**config.mk**
```make
export PLATFORM = sky130hd
export DESIGN_NAME = period_meter
export DESIGN_NICKNAME = d
export VERILOG_FILES = /design/src/rtl/period_meter_pkg.sv /design/src/rtl/sync_edge.sv /design/src/rtl/period_meter.sv
export SDC_FILE = /design/constraint.sdc
export NUM_CORES = 1
export LEC_CHECK = 0
export ABC_AREA = 1
export CAP_MARGIN = 20
export CORE_AREA = 8 8 119 121
export CTS_CLUSTER_SIZE = 40
export DETAILED_ROUTE_END_ITERATION = 12
export DIE_AREA = 0 0 127 129
export GPL_ROUTABILITY_DRIVEN = 0
export PLACE_DENSITY_LB_ADDON = 0.25
export SLEW_MARGIN = 20
export SYNTH_ARGS = -nofsm -noshare
export SYNTH_HDL_FRONTEND = slang
export SYNTH_HIERARCHICAL = 1
export SYNTH_SLANG_ARGS = --single-unit
```
**constraint.sdc**
```tcl
create_clock -name clk -period 3.64 [get_ports clk]
set_input_delay 0.728 -clock clk [delete_from_list [all_inputs] [get_ports clk]]
set_output_delay 0.728 -clock clk [all_outputs]
set_load 0.05 [all_outputs]
```
**src/rtl/period_meter_pkg.sv**
```systemverilog
// period_meter_pkg: shared FSM state type and synchronizer depth for period_meter.
package period_meter_pkg;
   typedef enum logic [1:0] {IDLE, ARM, MEASURE, HOLD} state_t;
   localparam int SYNC_STAGES = 2;
endpackage

```
**src/rtl/sync_edge.sv**
```systemverilog
// sync_edge: multi-flop synchronizer for an async input plus rising-edge detect.
module sync_edge
   import period_meter_pkg::*;
(
   input  logic clk,
   input  logic rst_n,
   input  logic d,
   output logic level,
   output logic rise
);
   logic [SYNC_STAGES-1:0] sr;
   logic                   level_d;
   always_ff @(posedge clk or negedge rst_n)
      if (!rst_n) begin
         sr      <= '0;
         level_d <= 1'b0;
      end else begin
         sr      <= {sr[SYNC_STAGES-2:0], d};
         level_d <= sr[SYNC_STAGES-1];
      end
   assign level = sr[SYNC_STAGES-1];
   assign rise  = level & ~level_d;
endmodule

```
**src/rtl/period_meter.sv**
```systemverilog
// period_meter: measures period and high time of a slow async square wave in clk cycles,
// one request per start, result over valid/ready with timeout on a stalled input.
module period_meter
   import period_meter_pkg::*;
#(
   parameter int unsigned          WIDTH   = 32,
   parameter logic [WIDTH-1:0]     TIMEOUT = WIDTH'(100000000)
) (
   input  logic             clk,
   input  logic             rst_n,
   input  logic             clk_in,
   input  logic             start,
   output logic             busy,
   output logic             meas_valid,
   input  logic             meas_ready,
   output logic [WIDTH-1:0] period,
   output logic [WIDTH-1:0] high_time,
   output logic             timeout
);
   localparam logic [WIDTH-1:0] LAST = TIMEOUT - WIDTH'(1);
   state_t           state;
   logic [WIDTH-1:0] cnt;
   logic [WIDTH-1:0] hcnt;
   logic             level;
   logic             rise;
   sync_edge u_sync (.clk(clk), .rst_n(rst_n), .d(clk_in), .level(level), .rise(rise));
   always_ff @(posedge clk or negedge rst_n)
      if (!rst_n) begin
         state      <= IDLE;
         cnt        <= '0;
         hcnt       <= '0;
         busy       <= 1'b0;
         meas_valid <= 1'b0;
         period     <= '0;
         high_time  <= '0;
         timeout    <= 1'b0;
      end else begin
         case (state)
            IDLE:
               if (start) begin
                  cnt   <= '0;
                  busy  <= 1'b1;
                  state <= ARM;
               end
            ARM, MEASURE:
               // an edge beats a simultaneous timeout
               if (rise && state == ARM) begin
                  cnt   <= WIDTH'(1);
                  hcnt  <= WIDTH'(1);
                  state <= MEASURE;
               end else if (rise) begin
                  period     <= cnt;
                  high_time  <= hcnt;
                  timeout    <= 1'b0;
                  busy       <= 1'b0;
                  meas_valid <= 1'b1;
                  state      <= HOLD;
               end else if (cnt == LAST) begin
                  period     <= '0;
                  high_time  <= '0;
                  timeout    <= 1'b1;
                  busy       <= 1'b0;
                  meas_valid <= 1'b1;
                  state      <= HOLD;
               end else begin
                  cnt  <= cnt + WIDTH'(1);
                  hcnt <= level ? hcnt + WIDTH'(1) : hcnt;
               end
            HOLD:
               if (meas_ready) begin
                  meas_valid <= 1'b0;
                  state      <= IDLE;
               end
            default: state <= IDLE;
         endcase
      end
endmodule

```
==> qor.txt, run 1 <==
max_slew headroom = 51.7%
Final setup viols = 0
top post-synthesis cells by area = dfrtp_1 48%, nand2_1 20%, nor2_1 5.0%
clock skew = 0.00861 ns
ANT cells = 0
Die ar. = 16400 µm²
final instance area = 8540 µm²
Final Critical Period = 2.61 ns
pre-CTS WS = 0.917 ns
Synth Area in XOR/XNOR = 2.44%
DR DRC count = 0
Overflow after GRT = 0
Yosys cell types = 32
Mapped Area = 7160 µm²
first-pass GRT wire length = 29400 µm
vias per cell = 5.36
Worst Setup Path Type = flop to flop
CP cell instances = inv_1, ha_1, inv_1, nor2_1, nand2_4, buf_4, nand3_1, nand2_1
initial antenna violation count = 0
setup TNS = 0 ns
drt initial violations = 553
PostCTS Resize Cnt = 0
H-tree depth = 4
Synth async-reset ratio = 100%
# IOs = 72
Util after Layout = 69.4%
worst-margin pin slew = 0.723 ns
FF/Latch Area = 3400 µm²
worst r2r src = state[0]$_DFFE_PN0P_
Register-to-Register Path Depth = 8
total power = 4.75 mW
area of the multi-input gates = 3230 µm²
fmax = 0.383 GHz
delay-heaviest family, CP = buffers and inverters
DP Area = 7930 µm²
worst skew pair latency = 0.43 ns
main combinational cell family by area after synthesis = simple AND/OR/NAND/NOR gates
Synth top area share = 47.5%
GRT Total Usage = 22.4%
final period utilization = 71.7%
CORE AREA = 12300 µm²
Vias = 6480
Final ANT Viol Nets = 0
RSZ-0062 raised after global routing = no
Layout Nets = 1056
Seq cells post-synth = 136
CP Data Arrival Time = 2.97 ns
Clock Sink Count = 136
R2R Path End = cnt[9]$_DFFE_PN0P_
adder-cell share of the synthesized area = 0.873%
flop-to-flop setup slack = 1.03 ns
min setup slack post-route = 1.03 ns
Avg Cell Area, Syn = 7.30 µm²
vias in the first global route = 5999
Layout Cells excl Fill = 1209
Critical Path RT = 4.01 ns
Worst-path clk slew = 0.06 ns
DR pass1 iterations = 5
Final Hold Viols = 0
syn nets = 992
share of layout cells above drive strength 1 = 5.57%
cell with the most instances after synthesis = nand2_1
yosys warns = 6
post-synth top area cell = dfrtp_1
die span in x = 127 µm
critical path endpoint category = flop
Pwr per Cell Area = 556 nW/µm²
Startpoint Class = flop
Hold Worst Slack = 0.276 ns
largest net degree at the start of global routing = 71
post-synthesis instance total = 982
leakage power = 3.84 nW
status = finished clean
Post-synth EDFFs = 0
proportion of synthesized area in mux cells = 0%
main flop type after synthesis = dfrtp_1
root buffer cell = clkbuf_16
most used cell, CP = inv_1
Worst Path Max Fanout = 48
Layout fillers = 1037
CTS tree = yes
highest ir drop seen on vdd = 342 µV
initial core utilization = 58.2%
Chip Height = 129 µm
FP Rows = 41
Wirelength per Cell = 14.5 µm
simple-gate share of the synthesized area = 34.0%
I/O Buffers = 71
Slew Viols, Final = 0
post-CTS setup buffers = 0
CP max stage cell = buf_4
most frequent cells after synthesis = 382 x nand2_1, 136 x dfrtp_1, 95 x nor2_1, 92 x inv_1, 68 x nand3_1
Final HPWL DP = 12100 µm
post-synthesis compound-gate area fraction = 7.67%
Max-Cap Viols = 0
Seq/Total Area, Yosys = 47.5%
placed insts = 1177
WL final = 17600 µm
CP max stage delay = 0.53 ns
worst min-delay path category = primary input to async pin
area grow syn2layout = 19.2%
CTS Buf Count = 17
cts hold-fix bufs = 0
Clock Path Buffers = 2
Bufs and invs on worst path = 3
## worst max-delay path by stage
stage	from	endpoint	slack, ns	cells after the start
floorplan	cnt[0]$_DFFE_PN0P_	high_time[16]$_DFFE_PN0P_	1.91	12
global placement	state[0]$_DFFE_PN0P_	hcnt[22]$_DFFE_PN0P_	1.06	6
detailed placement	state[1]$_DFFE_PN0P_	hcnt[5]$_DFFE_PN0P_	0.92	8
CTS	state[0]$_DFFE_PN0P_	hcnt[5]$_DFFE_PN0P_	0.88	6
global route	state[0]$_DFFE_PN0P_	cnt[31]$_DFFE_PN0P_	0.79	8
finish	state[0]$_DFFE_PN0P_	cnt[9]$_DFFE_PN0P_	1.03	8
## power breakdown
part	switching, mW	internal, mW
Combinational	0.978	0.305
Sequential	0.0896	1.61
Clock	0.658	1.11
## layer usage
| layer | global-route usage [%] | routed length (µm) | vias up |
|---|---|---|---|
| met1 | 27.4 | 7710 | 3060 |
| met4 | 10.4 | 446 | 0 |
| met5 | 0 | 0 | - |
| li1 | - | - | 3223 |
| met2 | 37.9 | 8620 | 163 |
| met3 | 3.89 | 810 | 34 |
## registers in the layout, indices dropped and copies added (netlist names), 2 cells and up
register,count
cnt,32
u_sync/sr,2
high_time,32
period,32
state,2
hcnt,32
## worst reg2reg max path, cell delays in order, from the launching register on
cell and delay [ns]:
dfrtp_1 0.39, inv_1 0.06, ha_1 0.36, inv_1 0.40
nor2_1 0.21, nand2_4 0.31, buf_4 0.53, nand3_1 0.18
nand2_1 0.10
## cell usage in the layout (no fill, tap or decap), types with 4 or more instances in the layout
cell type        netlist  final
nand3_1               68     68
a21oi_1                9      9
clkbuf_16              0     17
xor2_1                20     20
nand4_1               11     11
nor2_1                95     95
nand2_2                4      4
nand2_1              382    382
dfrtp_1              136    136
buf_4                  3      4
clkdlybuf4s50_1        0     70
o21ai_1               30     30
clkinv_2               1      5
nand3_2                7      6
ha_1                   5      5
nor2_2                 4      4
inv_1                 92     92
nor3_1                 7      7
o21ai_0               66     66
## logic make-up (layout without fill, tap and decap cells)
group / Yosys count / in the layout
AO/OA/AOI/OAI: 108 / 108
XOR/XNOR: 20 / 20
adder cells (fa/ha/maj): 5 / 5
buffers and inverters: 125 / 202
flip-flops: 136 / 136
AND/OR/NAND/NOR: 588 / 588
## final cells by class
type                            count  share of cell area (%)
Clock buffer                       20                    5.35
Multi-Input combinational cell    721                    37.8
Sequential cell                   136                    39.8
Clock inverter                     12                    1.76
Timing Repair Buffer               76                    8.92
Tap cell                          150                    2.20
Inverter                           94                    4.14
No activity file was read; power rests on OpenSTA's default activity.
==> run 2, diff against run 1 <==
--- a/config.mk
+++ b/config.mk
@@ -7,10 +7,10 @@
 export LEC_CHECK = 0
 export ABC_AREA = 1
 export CAP_MARGIN = 20
-export CORE_AREA = 8 8 119 121
+export CORE_AREA = 8 8 127 129
 export CTS_CLUSTER_SIZE = 40
 export DETAILED_ROUTE_END_ITERATION = 12
-export DIE_AREA = 0 0 127 129
+export DIE_AREA = 0 0 135 137
 export GPL_ROUTABILITY_DRIVEN = 0
 export PLACE_DENSITY_LB_ADDON = 0.25
 export SLEW_MARGIN = 20
==> constraint.sdc (replaced) <==
create_clock -name clk -period 2.35 [get_ports clk]
set_input_delay 0.47 -clock clk [delete_from_list [all_inputs] [get_ports clk]]
set_output_delay 0.47 -clock clk [all_outputs]
set_load 0.05 [all_outputs]
==> run 2 against run 1 <==
Register-to-register slack lost 0.76 ns. Combinational power is 75% higher. Sequential share of layout area fell by 0.54 points. Total power is 55% higher. Critical endpoint is now high_time[21]. Largest power group is now registers.
==> qor.txt, run 2 (same netlist as run 1, synthesis figures left out) <==
status = finished clean (unchanged)
Register-to-Register Path Depth = 8 (unchanged)
Seq pwr share = 35.7% (was 35.8%)
CP endpoint = high_time[21] (was cnt[9]$_DFFE_PN0P_)
worst skew pair latency = 0.42 ns (was 0.43 ns)
flop-to-flop setup slack = 0.27 ns (was 1.03 ns)
Worst Setup Path Type = flop to primary output (was flop to flop)
Wirelength per Cell = 14.1 µm (was 14.5 µm)
Chip Height = 137 µm (was 129 µm)
Final setup viols = 0 (unchanged)
initial antenna violation count = 0 (unchanged)
final instance area = 8660 µm² (was 8540 µm²)
Layout fillers = 1310 (was 1037)
Worst-path clk slew = 0.05 ns (was 0.06 ns)
worst-margin pin slew = 0.537 ns (was 0.723 ns)
largest net degree at the start of global routing = 64 (was 71)
clock skew = 0.00663 ns (was 0.00861 ns)
Overflow after GRT = 0 (unchanged)
DR pass1 iterations = 5 (unchanged)
root buffer cell = clkbuf_16 (unchanged)
H-tree depth = 4 (unchanged)
# IOs = 72 (unchanged)
CORE AREA = 14200 µm² (was 12300 µm²)
Startpoint Class = flop (unchanged)
Final Critical Period = 2.11 ns
Die ar. = 18500 µm² (was 16400 µm²)
ANT cells = 0 (unchanged)
Final Hold Viols = 0 (unchanged)
CTS Buf Count = 17 (unchanged)
worst r2r src = state[0]$_DFFE_PN0P_ (unchanged)
Clock Sink Count = 136 (unchanged)
Pint = 4.72 mW (was 3.02 mW)
Slew Viols, Final = 0 (unchanged)
commonest non-fill, non-tap cell in the layout = nand2_1 (unchanged)
Critical path origin = high_time[21]$_DFFE_PN0P_ (was state[0]$_DFFE_PN0P_)
DP Area = 8110 µm² (was 7930 µm²)
Vias = 6298 (was 6480)
initial core utilization = 50.4% (was 58.2%)
Worst Path Max Fanout = 2 (was 48)
worst min-delay path category = flop to flop (was primary input to async pin)
die span in x = 135 µm (was 127 µm)
CP max stage cell = clkdlybuf4s50_1 (was buf_4)
area of the multi-input gates = 3220 µm² (was 3230 µm²)
Clock Path Buffers = 2 (unchanged)
Bufs and invs on worst path = 1 (was 3)
vias per cell = 5.03 (was 5.36)
first-pass GRT wire length = 29900 µm (was 29400 µm)
setup TNS = 0 ns (unchanged)
min setup slack post-route = 0.245 ns (was 1.03 ns)
vias in the first global route = 6095 (was 5999)
I/O Buffers = 71 (unchanged)
FF/Latch Area = 3400 µm² (unchanged)
Max-Cap Viols = 0 (unchanged)
critical path endpoint category = primary output (was flop)
max_slew headroom = 64.1% (was 51.7%)
pre-CTS WS = 0.326 ns (was 0.917 ns)
FP Rows = 44 (was 41)
fmax = 0.475 GHz
Hold Worst Slack = 0.345 ns (was 0.276 ns)
GRT Total Usage = 20.2% (was 22.4%)
share of layout cells above drive strength 1 = 6.27% (was 5.57%)
CP max stage delay = 0.83 ns (was 0.53 ns)
drt initial violations = 466 (was 553)
leakage power = 3.90 nW (was 3.84 nW)
Gate power share = 30.6% (was 27.0%)
Final HPWL DP = 12600 µm (was 12100 µm)
switching share of total power = 35.6% (was 36.3%)
Final ANT Viol Nets = 0 (unchanged)
most frequent cells in the layout = 382 x nand2_1, 136 x dfrtp_1, 95 x nor2_1 (unchanged)
area grow syn2layout = 20.9% (was 19.2%)
Clock power frac = 33.7% (was 37.2%)
CP Data Arrival Time = 1.64 ns (was 2.97 ns)
R2R Path End = high_time[26]$_DFFE_PN0P_ (was cnt[9]$_DFFE_PN0P_)
Pwr per Cell Area = 848 nW/µm² (was 556 nW/µm²)
Worst path depth = 1 (was 8)
DR DRC count = 0 (unchanged)
Critical Path RT = 1.88 ns (was 4.01 ns)
CTS tree = yes (unchanged)
P_sw = 2.62 mW (was 1.72 mW)
delay-heaviest family, CP = buffers and inverters (unchanged)
WL final = 17700 µm (was 17600 µm)
highest ir drop seen on vdd = 501 µV (was 342 µV)
Layout Nets = 1070 (was 1056)
RSZ-0062 raised after global routing = no (unchanged)
CP cell instances = clkdlybuf4s50_1 (was inv_1, ha_1, inv_1, nor2_1, nand2_4, buf_4, nand3_1, nand2_1)
final period utilization = 89.6%
run 2: cell count changes in the layout (fill, tap and decap cells not counted), sizes merged:
cell / previous run / this run
buf: 6 / 19
bufinv: 3 / 1
clkbuf: 20 / 23
clkinv: 7 / 4
clkinvlp: 3 / 0
dlygate4sd3: 0 / 1
run 2: final cells by class:
cell class | instances | share of cell area (%)
Inverter | 94 | 4.09
Tap cell | 184 | 2.66
Clock inverter | 4 | 0.520
Sequential cell | 136 | 39.3
Multi-Input combinational cell | 721 | 37.2
Clock buffer | 23 | 5.75
Timing Repair Buffer | 90 | 10.5
run 2: worst min path at each step:
stage | from | to | slack, ns | depth (start not counted)
6_report | u_sync/sr[0]$_DFF_PN0_ | u_sync/sr[1]$_DFF_PN0_ | 0.34 | 0
5_1_grt | u_sync/sr[0]$_DFF_PN0_ | u_sync/sr[1]$_DFF_PN0_ | 0.35 | 0
4_1_cts | u_sync/sr[0]$_DFF_PN0_ | u_sync/sr[1]$_DFF_PN0_ | 0.35 | 0
3_5_place_dp | u_sync/sr[0]$_DFF_PN0_ | u_sync/sr[1]$_DFF_PN0_ | 0.34 | 0
3_3_place_gp | u_sync/sr[0]$_DFF_PN0_ | u_sync/sr[1]$_DFF_PN0_ | 0.34 | 0
2_1_floorplan | rst_n | busy$_DFFE_PN0P_ | 0.17 | 0
run 2: per-stage QoR:
stage | power [mW] | util, % | cells
after global routing | 7.75 | 61.0 | 1252
final | 7.34 | 61.0 | 1252
after CTS | 7.41 | 61.0 | 1252
after detailed placement | 4.91 | 57.1 | 1224
after global placement | 4.89 | 57.1 | 1224
after floorplan | 4.22 | - | 982
run 2: metal layers:
metal / vias up / share of wire, % / global-route usage (%)
met5: - / 0 / 0
met2: 118 / 50 / 34.6
met3: 22 / 3.6 / 3.85
met4: 0 / 1.8 / 7.53
li1: 3238 / - / -
met1: 2920 / 45 / 24.9
run 2: repair_timing:
item,in CTS,in global routing
hold endpoints to repair,44,0
gates resized for setup,0,0
hold buffers,1,0
setup buffers,0,0
run 2: power groups by stage:
stage | combinational [mW] | clock (mW) | sequential, mW
after floorplan | 1.32 | 0 | 2.90
after global placement | 2.24 | 0 | 2.65
after detailed placement | 2.25 | 0 | 2.66
after CTS | 2.26 | 2.53 | 2.62
after global routing | 2.48 | 2.63 | 2.64
final | 2.24 | 2.48 | 2.62
